--- src/rtl/dmem_arbiter.sv ---
// rtl/dmem_arbiter.sv - two-requester data-memory arbiter with lock ownership and lock timeout
// Define DMEM_ARB_RR_EN for round-robin arbitration in IDLE; fixed priority r0 > r1 otherwise.
module dmem_arbiter #(
  parameter int ADDR_W   = 10,
  parameter int LOCK_MAX = 16
) (
  input  logic              clk,
  input  logic              rst,

  input  logic              r0_req,
  input  logic              r0_we,
  input  logic [ADDR_W-1:0] r0_addr,
  input  logic [31:0]       r0_wdata,
  input  logic              r0_lock,
  output logic              r0_gnt,
  output logic              r0_rvalid,
  output logic [31:0]       r0_rdata,

  input  logic              r1_req,
  input  logic              r1_we,
  input  logic [ADDR_W-1:0] r1_addr,
  input  logic [31:0]       r1_wdata,
  input  logic              r1_lock,
  output logic              r1_gnt,
  output logic              r1_rvalid,
  output logic [31:0]       r1_rdata,

  output logic [ADDR_W-1:0] mem_addr,
  output logic [31:0]       mem_wdata,
  output logic              mem_we,
  input  logic [31:0]       mem_rdata,

  output logic              lock_err
);

  localparam int CNT_W = (LOCK_MAX > 1) ? $clog2(LOCK_MAX) : 1;
  localparam logic [CNT_W-1:0] CNT_LAST = CNT_W'(LOCK_MAX - 1);

  typedef enum logic [1:0] {
    IDLE = 2'd0,
    OWN0 = 2'd1,
    OWN1 = 2'd2
  } state_t;

  state_t           state;
  logic [CNT_W-1:0] lock_cnt;
  logic             blk0;
  logic             blk1;
  logic             lock0_eff;
  logic             lock1_eff;
  logic             pick0;
  logic             cnt_done;

  // A timed-out requester's lock is ignored until it lets go of r*_lock.
  assign lock0_eff = r0_lock & ~blk0;
  assign lock1_eff = r1_lock & ~blk1;
  assign cnt_done  = (lock_cnt == CNT_LAST);

`ifdef DMEM_ARB_RR_EN
  logic rr_last;

  // rr_last names the requester granted most recently in IDLE; the other wins a conflict.
  always_comb begin
    pick0 = r0_req & (~r1_req | rr_last);
  end

  always_ff @(posedge clk or posedge rst) begin
    if (rst) begin
      rr_last <= 1'b1;
    end else if (state == IDLE) begin
      if (r0_gnt) begin
        rr_last <= 1'b0;
      end else if (r1_gnt) begin
        rr_last <= 1'b1;
      end
    end
  end
`else
  always_comb begin
    pick0 = r0_req;
  end
`endif

  always_comb begin
    r0_gnt = 1'b0;
    r1_gnt = 1'b0;
    if (!rst) begin
      case (state)
        IDLE: begin
          r0_gnt = pick0;
          r1_gnt = r1_req & ~pick0;
        end
        OWN0:    r0_gnt = r0_req;
        OWN1:    r1_gnt = r1_req;
        default: begin
          r0_gnt = 1'b0;
          r1_gnt = 1'b0;
        end
      endcase
    end
  end

  always_comb begin
    mem_addr  = '0;
    mem_wdata = '0;
    mem_we    = 1'b0;
    if (r0_gnt) begin
      mem_addr  = r0_addr;
      mem_wdata = r0_wdata;
      mem_we    = r0_we;
    end else if (r1_gnt) begin
      mem_addr  = r1_addr;
      mem_wdata = r1_wdata;
      mem_we    = r1_we;
    end
  end

  always_ff @(posedge clk or posedge rst) begin
    if (rst) begin
      state     <= IDLE;
      lock_cnt  <= '0;
      blk0      <= 1'b0;
      blk1      <= 1'b0;
      lock_err  <= 1'b0;
      r0_rvalid <= 1'b0;
      r1_rvalid <= 1'b0;
      r0_rdata  <= '0;
      r1_rdata  <= '0;
    end else begin
      lock_err  <= 1'b0;
      r0_rvalid <= r0_gnt & ~r0_we;
      r1_rvalid <= r1_gnt & ~r1_we;
      if (r0_gnt && !r0_we) begin
        r0_rdata <= mem_rdata;
      end
      if (r1_gnt && !r1_we) begin
        r1_rdata <= mem_rdata;
      end
      if (!r0_lock) begin
        blk0 <= 1'b0;
      end
      if (!r1_lock) begin
        blk1 <= 1'b0;
      end

      case (state)
        IDLE: begin
          lock_cnt <= '0;
          if (r0_gnt && lock0_eff) begin
            state <= OWN0;
          end else if (r1_gnt && lock1_eff) begin
            state <= OWN1;
          end
        end
        OWN0: begin
          if (!r0_lock) begin
            state    <= IDLE;
            lock_cnt <= '0;
          end else if (cnt_done) begin
            state    <= IDLE;
            lock_cnt <= '0;
            lock_err <= 1'b1;
            blk0     <= 1'b1;
          end else begin
            lock_cnt <= lock_cnt + CNT_W'(1);
          end
        end
        OWN1: begin
          if (!r1_lock) begin
            state    <= IDLE;
            lock_cnt <= '0;
          end else if (cnt_done) begin
            state    <= IDLE;
            lock_cnt <= '0;
            lock_err <= 1'b1;
            blk1     <= 1'b1;
          end else begin
            lock_cnt <= lock_cnt + CNT_W'(1);
          end
        end
        default: begin
          state    <= IDLE;
          lock_cnt <= '0;
        end
      endcase
    end
  end

endmodule
--- config.mk ---
export PLATFORM = sky130hd
export DESIGN_NAME = dmem_arbiter
export DESIGN_NICKNAME = d
export VERILOG_FILES = /design/src/rtl/dmem_arbiter.sv
export SDC_FILE = /design/constraint.sdc
export NUM_CORES = 1
export LEC_CHECK = 0
export BUFFER_PORTS_ARGS = -buffer_cell sky130_fd_sc_hd__buf_4
export CORE_ASPECT_RATIO = 1.4
export CORE_MARGIN = 5
export CORE_UTILIZATION = 43
export CTS_CLUSTER_DIAMETER = 200
export DETAILED_ROUTE_END_ITERATION = 10
export PLACE_DENSITY = 0.9
export RECOVER_POWER = 25
export SLEW_MARGIN = 20
export SYNTH_ARGS = -nofsm -noshare
export SYNTH_HDL_FRONTEND = slang
export SYNTH_SLANG_ARGS = --single-unit
--- constraint.sdc ---
create_clock -name clk -period 2.8 [get_ports clk]
set_input_delay 0.56 -clock clk [delete_from_list [all_inputs] [get_ports clk]]
set_output_delay 0.56 -clock clk [all_outputs]
set_load 0.05 [all_outputs]
Word-level counts from Yosys, hierarchy flattened:

Index checks and enable logic that the tools add are counted.

* bitwise operators: 10
* eq/ne operators: 4
* $add $sub $neg: 1
* reductions and logical operators: 8
* mux-type cells: 32

Operators by type and width (number)
* $mux W32: 2
* $mux W10: 2
* $mux W1: 16
* $mux W4: 3
* $mux W2: 5
* $pmux W4 S2: 1
* $pmux W2 S3: 1
* $and A1 B1 Y1: 5
* $not A1 Y1: 5
* $add A4 B1 Y4 const B: 1
* $eq A4 B4 Y1 const B: 1
* $logic_and A1 B1 Y1: 4
* $pmux W1 S2: 2
* $ne A3 B3 Y1 const B: 1
* $eq A2 B1 Y1 const B: 1
* $eq A2 B2 Y1 const B: 1
* $logic_not A1 Y1: 2
* $logic_not A2 Y1: 1
* $reduce_or A2 Y1: 1

* bits in registers: 75
* output and inout bits: 112

Logic depth before layout (Yosys ltp):

* word-level depth: 8
* mapped depth: 7
* gate-level depth less buffers: 6

Worst setup path after synthesis:

Ideal clock, no wire load.

* kind: reg2out
* start: reg state[0]
* end: out mem_addr[0]
* required time: 2.240 ns
* data arrival time: 2.365 ns
* setup slack: -0.125 ns
* stages on the path, launching flop included: 7
* path buffers: 1
* cells stage by stage: dfrtp_1 -> inv_1 -> ha_1 -> o21ai_2 -> buf_2 -> nand2_1 -> o21ai_0

* word-level cells in the longest chain between the ends: 5
* elaborated cells between the ends (all ways): 10

Ends and longest elaborated chain
* start: declaration: line 45 `state_t state;`
* start signal: assignment: line 120 `state <= IDLE;`
* start signal: assignment: line 150 `state <= OWN0;`
* start signal: assignment: line 152 `state <= OWN1;`
* $eq A2 B2 Y1 (tied with other cells): line 88 `case (state)`
* $pmux W1 S2 or $reduce_or A2 Y1 (tied branches)
* $mux W1, on equally long branches: line 87, 88
* $mux W10 or $mux W1 (tied branches): line 111, 87
* $mux W10 *: line 107 `if (r0_gnt) begin`
* end: declaration: line 28 `output logic [ADDR_W-1:0] mem_addr,`

Every way passes the cells marked *; elsewhere a longest branch is shown, timed or not.

Worst setup path in the final report:

* start: reg state[0]
* end: out mem_wdata[31]

* word-level cells in the longest chain between the ends: 5
* elaborated cells between the ends (all ways): 10

Ends and longest elaborated chain
* $eq A2 B2 Y1 (tied with other cells): line 88
* $pmux W1 S2 or $reduce_or A2 Y1 (tied branches)
* $mux W1, on equally long branches: line 87, 88
* $mux W32 or $mux W1 (tied branches): line 111, 87
* $mux W32 *: line 107
* end: declaration: line 29 `output logic [31:0] mem_wdata,`

Marks and branches as above.

==> results.sh <==
export IMPL_min_period_ps=2677
export IMPL_overflow=0
export IMPL_synth_top_family_by_area="multiplexers"
export IMPL_crit_path_start_kind="flip-flop"
export IMPL_ant_nets=0
export IMPL_slowest_stage="dfrtp_1"
export IMPL_path_clk_slew_ps=60
export IMPL_cp_arrival_ps=2120
export IMPL_grt_util_all_layers=0.2331
export IMPL_die_h_um=119.8
export IMPL_synthFlopType="dfrtp_1"
export IMPL_grt_max_degree=45
export IMPL_synth_area_um2=3701
export IMPL_multi_input_area_um2=1690
export IMPL_antenna_found_initial=2
export IMPL_slew_headroom=0.08294
export IMPL_worstPathMaxFanout=44
export IMPL_setup_viol=0
export IMPL_total_power_w=0.007725
export IMPL_timing_critical_path_buf_inv=3
export IMPL_yosysSeqAreaShare=0.5071
export IMPL_period_share=0.9561
export IMPL_ctsHoldBuffers=0
export IMPL_initial_core_util=0.4350
export IMPL_drv_slew=0
export IMPL_nNetsFinal=696
export IMPL_clockBufferDepth=2
export IMPL_dp_hpwl_mm=9.814
export IMPL_fin_cells=678
export IMPL_cts_made_buffers=9
export IMPL_clock_fmax_mhz=373.5
export IMPL_setup_tns_final_ps=0
export IMPL_grt_pass1_wl_mm=18.79
export IMPL_post_place_cells=659
export IMPL_hold_violations=0
export IMPL_routed_wl_mm=12.24
export IMPL_rsz0062_at_grt="false"
export IMPL_synthMostInstantiatedCell="nand2_1"
export IMPL_drtPass1Iterations=4
export IMPL_clockRootBuffer="clkbuf_16"
export IMPL_area_growth_pct=60.24
export IMPL_finClkSkew_ps=1.996
export IMPL_drv_cap=0
export IMPL_synth_largest_area_cell="dfrtp_1"
export IMPL_fp_coreArea_um2=8508
export IMPL_io_pins=236
export IMPL_status="finished clean"
export IMPL_hp_class="in -> reg"
export IMPL_postSynthNetCount=459
export IMPL_synth_compound_area_frac=0.08283
export IMPL_synth_top_area_frac=0.5071
export IMPL_dieArea_um2=10590
export IMPL_path_class="reg -> out"
export IMPL_synth_mux_area_frac=0.2272
export IMPL_drive_gt1_frac=0.5769
export IMPL_synthArstFlopShare=1.000
export IMPL_worst_ep_required_time_ps=2240
export IMPL_synth_seq_cells=75
export IMPL_wl_per_cell_um=18.05
export IMPL_synthAdderAreaFrac=0.01690
export IMPL_drt_first_iter_violations=122
export IMPL_cts_num_sinks=75
export IMPL_synth_area_leaders="dfrtp_1, mux2_4, mux2_2"
export IMPL_endpoint_kind="primary output"
export IMPL_power_density_nw_per_um2=1303
export IMPL_synth_xor_area_frac=0.002366
export IMPL_grt_pass1_vias=3767
export IMPL_fillers=636
export IMPL_syn_avg_cell_area_um2=11.22
export IMPL_ys_warn_count=0
export IMPL_vias=3395
export IMPL_place_congestion=0.9258
export IMPL_portBuffers=235
export IMPL_path_cells="inv_1, ha_2, nor2b_4, o21ai_4, buf_12, o21ai_0, buf_4"
export IMPL_die_w_um=88.41
export IMPL_whs_ps=463.2
export IMPL_tightest_slew_ps=1374
export IMPL_cp_top_family="buffers and inverters"
export IMPL_synth_simple_area_share=0.1224
export IMPL_via_per_inst=5.007
export IMPL_netlist_top_cells_count="nand2_1, dfrtp_1, o21ai_0"
export IMPL_synth_edf_count=0
export IMPL_cts_max_level=3
export IMPL_seqCellArea_um2=1877
export IMPL_cp_slowest_stage_delay_ps=410
export IMPL_cts_tree="built"
export IMPL_clk_latency_ps=330
export IMPL_synthesis_instances=330
export IMPL_p_leak_nw=3.031
export IMPL_synth_cell_types=32
export IMPL_ir_drop_mv=1.080
export IMPL_rows=40
export IMPL_drcViolationCount=0
[worst paths after layout]
kind                                           from                       end  slack [ps]  cells past startpoint
max in group asynchronous                       rst   r1_rdata[9]$_DFFE_PP0P_         540                      3
setup reg to reg               state[0]$_DFFE_PP0P_  r1_rdata[30]$_DFFE_PP0P_         620                      7
hold reg to reg            r0_rdata[29]$_DFFE_PP0P_  r0_rdata[29]$_DFFE_PP0P_         490                      1
hold / removal                        mem_rdata[29]  r0_rdata[29]$_DFFE_PP0P_         460                      2
setup / recovery               state[0]$_DFFE_PP0P_             mem_wdata[31]         120                      7
min in group asynchronous                       rst            blk0$_DFF_PP0_         630                      2
[kinds of logic after synthesis]
kind of cell	Yosys count
compound gates	55
xor+xnor	1
fa+ha+maj	5
buf+inv	26
flops	75
mux	65
simple gates	103
[state kept, by name, indices dropped and copies added (netlist names)]
signal and cells:
r1_rvalid 1, r0_rdata 32, lock_cnt 4, lock_err 1, r0_rvalid 1, blk1 1, state 2, blk0 1
r1_rdata 32
[layout make-up]
| cell class | instances | area share |
|---|---|---|
| flip-flops and latches | 75 | 0.3165 |
| repair buffers | 243 | 0.3156 |
| multi-input cells | 230 | 0.2850 |
| clock buffers | 10 | 0.04030 |
| well taps | 105 | 0.02215 |
| clock inverters | 6 | 0.01498 |
| inverters | 8 | 0.005063 |
| diodes | 1 | 0.0004219 |
[power by group]
group,leakage [nW],total (W),internal [W],switching (W)
Clock,0.155,0.00124,0.000804,0.000441
Combinational,1.96,0.00460,0.00157,0.00303
Sequential,0.918,0.00188,0.00157,0.000304
Total,3.03,0.00773,0.00395,0.00378
[placed cells by master (no fill, tap or decap), drive strengths merged]
cell type and count:
buf 241, bufinv 2, diode 1, nor3 1, mux2 65, o32ai 2, and2b 1, ha 5
xnor2 1, a21oi 4, clkbuf 12, nand4b 1, clkinv 2, dfrtp 75, a31oi 1, nand3b 1
o2111ai 1, o21ai 47, nor2b 4, a22o 1, inv 8, nor2 3, nand2 88, clkinvlp 2
and3 3, nor3b 1
[stage by stage]
step / setup WS, ps / area (um2) / util
2_1_floorplan: 91.66 / 3701 / -
3_3_place_gp: 331.1 / 5597 / 0.6578
3_5_place_dp: 230.2 / 5597 / 0.6578
4_1_cts: 83.97 / 5939 / 0.6981
5_1_grt: 18.41 / 5928 / 0.6968
6_report: 122.9 / 5931 / 0.6971
[what timing repair did]
item,4_1_cts,5_1_grt
cloned,1,0
setup buffers,0,1
setup endpoints to repair,24,1
resized for setup,2,0
pin swaps,1,1
[layer usage]
metal  GRT usage  up-vias  wire length [um]
met1      0.2377     1562              4034
met2      0.3867      198              6010
li1            -     1592                 -
met4      0.1200        2               551
met3      0.1126       41              1633
met5           0        -                 7
No activity file was read; power rests on OpenSTA's default activity.
